<file path="config.mk">
export PLATFORM = sky130hd
export DESIGN_NAME = seq_divider
export DESIGN_NICKNAME = d
export VERILOG_FILES = /design/src/rtl/div_pkg.sv /design/src/rtl/divider_datapath.sv /design/src/rtl/seq_divider.sv
export SDC_FILE = /design/constraint.sdc
export NUM_CORES = 1
export LEC_CHECK = 0
export BUFFER_PORTS_ARGS = -buffer_cell sky130_fd_sc_hd__buf_2
export CORE_MARGIN = 4
export CORE_UTILIZATION = 32
export DETAILED_ROUTE_END_ITERATION = 7
export GPL_TIMING_DRIVEN = 0
export PLACE_DENSITY = 0.56
export SLEW_MARGIN = 20
export SYNTH_ARGS = -nofsm -noshare
export SYNTH_HDL_FRONTEND = slang
export SYNTH_SLANG_ARGS = --single-unit
</file>
<file path="constraint.sdc">
create_clock -name clk -period 3.6 [get_ports clk]
set_clock_uncertainty 0.1 [all_clocks]
set_input_delay 0 -clock clk [delete_from_list [all_inputs] [get_ports clk]]
set_output_delay 0 -clock clk [all_outputs]
set_load 0.005 [all_outputs]
</file>
<file path="src/rtl/div_pkg.sv">
// rtl/div_pkg.sv - shared state encoding and sizing helpers for the sequential divider
package div_pkg;

  // Controller states; encodings are fixed so that they read the same in waveforms
  // as the companion shift-add multiplier.
  typedef enum logic [1:0] {
    IDLE = 2'd0,
    RUN  = 2'd1,
    DONE = 2'd2
  } state_t;

  // Iteration counter width. One extra bit over log2 keeps the value N-1
  // representable for every N, including N=1.
  function automatic int cnt_width(input int n);
    return $clog2(n) + 1;
  endfunction

endpackage

</file>
<file path="src/rtl/divider_datapath.sv">
// rtl/divider_datapath.sv - restoring shift-subtract datapath with committed result registers
//
// Ports:
//   clk, rst              clock, asynchronous active-low reset
//   load                  capture operands, clear partial remainder
//   step                  perform one shift-subtract iteration
//   commit                copy this iteration's results into the result registers
//   commit_dbz            write the divide-by-zero result from the live operands
//   dividend, divisor     operand inputs (only sampled on load / commit_dbz)
//   dvsr_zero             live divisor is zero; lets the controller skip RUN
//   quotient, remainder   result registers
//   div_by_zero           status of the last completed operation
module divider_datapath #(
  parameter int N = 4
) (
  input  logic         clk,
  input  logic         rst,
  input  logic         load,
  input  logic         step,
  input  logic         commit,
  input  logic         commit_dbz,
  input  logic [N-1:0] dividend,
  input  logic [N-1:0] divisor,
  output logic         dvsr_zero,
  output logic [N-1:0] quotient,
  output logic [N-1:0] remainder,
  output logic         div_by_zero
);

  // Partial remainder. The algorithm's remainder is N+1 bits wide, but after every
  // step it is strictly below the divisor, so its top bit is always zero and only
  // the low N bits need storage.
  logic [N-1:0] r;
  logic [N-1:0] qw;
  logic [N-1:0] dw;

  logic [N:0]   rs;
  logic [N:0]   t;
  logic [N-1:0] r_nxt;
  logic [N-1:0] qw_nxt;

  assign dvsr_zero = (divisor == '0);

  always_comb begin
    rs     = {r, qw[N-1]};
    t      = rs - {1'b0, dw};
    // A borrow out of the subtract means the divisor did not fit: restore.
    r_nxt  = t[N] ? rs[N-1:0] : t[N-1:0];
    qw_nxt = {qw[N-2:0], ~t[N]};
  end

  always_ff @(posedge clk or negedge rst) begin
    if (!rst) begin
      r  <= '0;
      qw <= '0;
      dw <= '0;
    end else if (load) begin
      r  <= '0;
      qw <= dividend;
      dw <= divisor;
    end else if (step) begin
      r  <= r_nxt;
      qw <= qw_nxt;
    end
  end

  // Result registers move only on a commit, so they never show partial values.
  always_ff @(posedge clk or negedge rst) begin
    if (!rst) begin
      quotient    <= '0;
      remainder   <= '0;
      div_by_zero <= 1'b0;
    end else if (commit_dbz) begin
      quotient    <= '1;
      remainder   <= dividend;
      div_by_zero <= 1'b1;
    end else if (commit) begin
      quotient    <= qw_nxt;
      remainder   <= r_nxt;
      div_by_zero <= 1'b0;
    end
  end

endmodule

</file>
<file path="src/rtl/seq_divider.sv">
// rtl/seq_divider.sv - sequential unsigned restoring divider, one quotient bit per clock
//
// Ports:
//   clk                   clock, rising edge
//   rst                   asynchronous active-low reset
//   start                 request, sampled only in IDLE
//   dividend, divisor     operands, captured on the accepting edge
//   busy                  high while iterating
//   done                  one-cycle completion pulse
//   quotient, remainder   results, held until the next completion
//   div_by_zero           last completed operation had a zero divisor
module seq_divider
  import div_pkg::*;
#(
  parameter int N = 4
) (
  input  logic         clk,
  input  logic         rst,
  input  logic         start,
  input  logic [N-1:0] dividend,
  input  logic [N-1:0] divisor,
  output logic         busy,
  output logic         done,
  output logic [N-1:0] quotient,
  output logic [N-1:0] remainder,
  output logic         div_by_zero
);

  localparam int CW = cnt_width(N);
  localparam logic [CW-1:0] LAST = CW'(N - 1);

  state_t        state;
  logic [CW-1:0] cnt;

  logic load;
  logic step;
  logic commit;
  logic commit_dbz;
  logic dvsr_zero;

  // Datapath strobes are decoded from the current state so they act on the same
  // edge that the controller changes state.
  always_comb begin
    load       = 1'b0;
    step       = 1'b0;
    commit     = 1'b0;
    commit_dbz = 1'b0;
    case (state)
      IDLE: begin
        if (start) begin
          load       = 1'b1;
          commit_dbz = dvsr_zero;
        end
      end
      RUN: begin
        step   = 1'b1;
        commit = (cnt == LAST);
      end
      default: ;
    endcase
  end

  // busy/done are registered alongside the state so they are clean Moore outputs.
  always_ff @(posedge clk or negedge rst) begin
    if (!rst) begin
      state <= IDLE;
      cnt   <= '0;
      busy  <= 1'b0;
      done  <= 1'b0;
    end else begin
      case (state)
        IDLE: begin
          if (start) begin
            cnt <= '0;
            if (dvsr_zero) begin
              state <= DONE;
              done  <= 1'b1;
            end else begin
              state <= RUN;
              busy  <= 1'b1;
            end
          end
        end
        RUN: begin
          cnt <= cnt + 1'b1;
          if (cnt == LAST) begin
            state <= DONE;
            busy  <= 1'b0;
            done  <= 1'b1;
          end
        end
        DONE: begin
          state <= IDLE;
          done  <= 1'b0;
        end
        default: begin
          state <= IDLE;
          busy  <= 1'b0;
          done  <= 1'b0;
        end
      endcase
    end
  end

  divider_datapath #(
    .N(N)
  ) u_datapath (
    .clk        (clk),
    .rst        (rst),
    .load       (load),
    .step       (step),
    .commit     (commit),
    .commit_dbz (commit_dbz),
    .dividend   (dividend),
    .divisor    (divisor),
    .dvsr_zero  (dvsr_zero),
    .quotient   (quotient),
    .remainder  (remainder),
    .div_by_zero(div_by_zero)
  );

endmodule
</file>
==> impl_results.md <==
- Status: complete, no violations
- H-tree depth: 1
- Iter 0 DRT Violations: between 100 and 150
- RD Place Congestion: 0.810
- Residual DRC: 0
- CP required: about 3700 ps
- First-pass GRT wire length: roughly 6600 microns
- CP arrival: ~2600 ps
- IO buf count: 21
- Setup violators final: 0
- Synth Register Bits: 28
- Max Slew Vio Count: 0
- Ys flop type: dfrtp_1
- Layout cells sized above 1: 0.174
- Worst-path clk slew: ~100 ps
- Core Region: roughly 0.0047 sq mm
- Antenna viol nets, final: 0
- I/O pins: 22
- Die width: around 78 microns
- Leak: 0.871 nW
- Final setup TNS: 0 ps
- RSZ-0062 raised after global routing: no
- Fin util: 0.405
- Total GRT Usage: 0.134
- CP startpoint kind: flop
- Clk_lat worst skew: 280 ps
- Max VDD drop: between 0.3 and 0.4 mV
- Final Hold Viols: 0
- Worst-path fanout max: 7
- Worst Hold Class: input pin to flop
- CP Class: flop to flop
- Yosys cell types: 46
- Largest net degree at the start of global routing: 29
- Worst setup margin: around 1100 ps
- F_max: slightly above 400 MHz
- Initial antenna violation count: 0
- CTS buffer count: 3
- # rows: 25
- Routed wire length: 3950 microns
- CP endpoint kind: flop
- Vias per cell: approximately 5.1
- Syn Inst Count: approximately 170
- Avg Inst Size Synth: about 9.4 sq um
- Pre-antenna DRT Iters: 4
- Worst slew pin tran: roughly 770 ps
- Synth Net Count: about 190
- Setup WS pre-CTS: roughly 1200 ps
- Dpl cells: around 260
- Starting Density: 0.331
- Die Y: around 78 microns
- Number of synthesized flops with an enable pin: 0
- Die area: roughly 0.006 sq mm
- Synthesis-to-layout area growth: 22.4%
- Post-synth ARST share: 1.00
- Worst slew margin: 0.481
- Gr ovfl total: 0
- Final worst-path cycle share: 0.684
- Post-Syn Area: 0.00156 sq mm
- Final Non-Filler Cells: 268
- Max_cap viols: 0
- Avg WL per Cell: around 15 microns
- Register area share after synthesis: 0.448
- Ys Warns: 0
- CTS max path bufs: 2
- Vias in the first global route: between 1000 and 1500
- Clk sinks: 28
- Nets: 220
- Post-CTS Setup Inserts: 0
- Final Critical Period: between 2000 and 2500 ps
- Placed wire-length estimate: between 2000 and 3000 microns
- Tot Pwr: around 1.8 mW
- Power Dens Cells: 939 mW/mm^2
- Diodes inserted: 0
- CTS root buf: clkbuf_8
- Via count: 1369
- CTS tree: yes
-- cells in the mapped netlist, types with 2 or more instances --
cell type,count,area [sq um]
or2_1,2,12.5
nand2b_1,4,25.0
nor2_1,4,15.0
buf_2,4,20.0
a221oi_1,3,26.3
inv_1,9,33.8
a21o_1,2,15.0
and4b_1,2,20.0
o21ai_0,9,45.0
and3_1,4,25.0
clkbuf_1,3,11.3
o211ai_1,5,37.5
or4_1,2,15.0
nand3_1,7,35.0
dfrtp_1,28,701
nor3_1,4,20.0
ha_1,6,75.1
nand2_1,26,97.6
o21ai_1,2,10.0
nor2b_1,2,12.5
a21oi_1,11,55.1
nand3b_1,2,15.0
a22oi_1,3,22.5
-- layer usage --
metal	global-route usage	up-vias	routed length (microns)
met5	0	-	0
met4	0.0262	0	28
met3	0.0255	4	117
met2	0.215	21	1860
met1	0.190	670	1950
li1	-	674	-
-- placed cells by master, fill, tap and decap left out, drive strengths merged, types with 5 or more instances in the layout --
| master | Yosys | routed |
|---|---|---|
| dfrtp | 28 | 28 |
| o211ai | 5 | 5 |
| dlygate4sd3 | 0 | 9 |
| o21ai | 11 | 11 |
| ha | 6 | 6 |
| clkbuf | 3 | 6 |
| a21oi | 12 | 12 |
| inv | 10 | 10 |
| nand2 | 26 | 26 |
| buf | 5 | 26 |
| nand3 | 7 | 7 |
-- cell type report --
type / count / area [sq um]
Buffer: 8 / 35.0
Clock buffer: 3 / 41.3
Clock inverter: 1 / 30.0
Fill cell: 484 / 2810
Inverter: 10 / 37.5
Multi-Input combinational cell: 121 / 791
Sequential cell: 28 / 701
Tap cell: 67 / 83.8
Timing Repair Buffer: 30 / 195
-- through the flow --
| stage | area, sq um | hold WS (ps) |
|---|---|---|
| after floorplan | 1560 | -396 |
| after global placement | 1750 | -30.2 |
| after detailed placement | 1750 | -28.8 |
| after CTS | 1910 | 11.1 |
| after global routing | 1910 | 38.1 |
| final | 1910 | 19.9 |
-- cell families after synthesis --
group	after synthesis	synth area share
AND/OR/NAND/NOR	64	0.214
XOR/XNOR	1	0.00560
adder cells (fa/ha/maj)	7	0.0608
buffers and inverters	18	0.0464
AO/OA/AOI/OAI	49	0.226
flip-flops	28	0.448
-- worst max-delay path, stage by stage (launching register included) --
cell	delay, ps
dfrtp_1	450
inv_1	80
ha_1	150
inv_1	50
fa_1	410
nand3_1	220
a21boi_2	160
or4_1	550
a21oi_1	210
-- sequential cells by signal, summed over array words and instances, names as in the netlist --
name                    flops
busy                        1
u_datapath.dw               4
state                       2
u_datapath.div_by_zero      1
u_datapath.r                4
u_datapath.quotient         4
done                        1
u_datapath.remainder        4
u_datapath.qw               4
cnt                         3
-- worst paths after layout --
| path | startpoint | endpoint | slack [ps] | depth (start not counted) |
|---|---|---|---|---|
| max | u_datapath.qw[3] | u_datapath.remainder[3] | 1140 | 8 |
| min | start | state[0] | 20 | 4 |
| max reg2reg | u_datapath.qw[3] | u_datapath.remainder[3] | 1140 | 8 |
| min reg2reg | u_datapath.div_by_zero | u_datapath.div_by_zero | 390 | 2 |
| max in group asynchronous | rst | u_datapath.quotient[3] | 2820 | 2 |
| min in group asynchronous | rst | u_datapath.remainder[3] | 160 | 2 |
-- timing repair --
item	in CTS	in global routing
endpoints found under the setup margin	0	0
resized for setup	0	0
hold buffers	9	0
hold endpoints to repair	39	0
-- power breakdown --
group,leakage [nW],switching [mW],internal (mW)
combinational,0.495,0.563,0.403
sequential,0.340,0.103,0.469
clock,0.0357,0.110,0.149
total,0.871,0.777,1.02
Note: power is estimated with default switching activity, not from simulation.
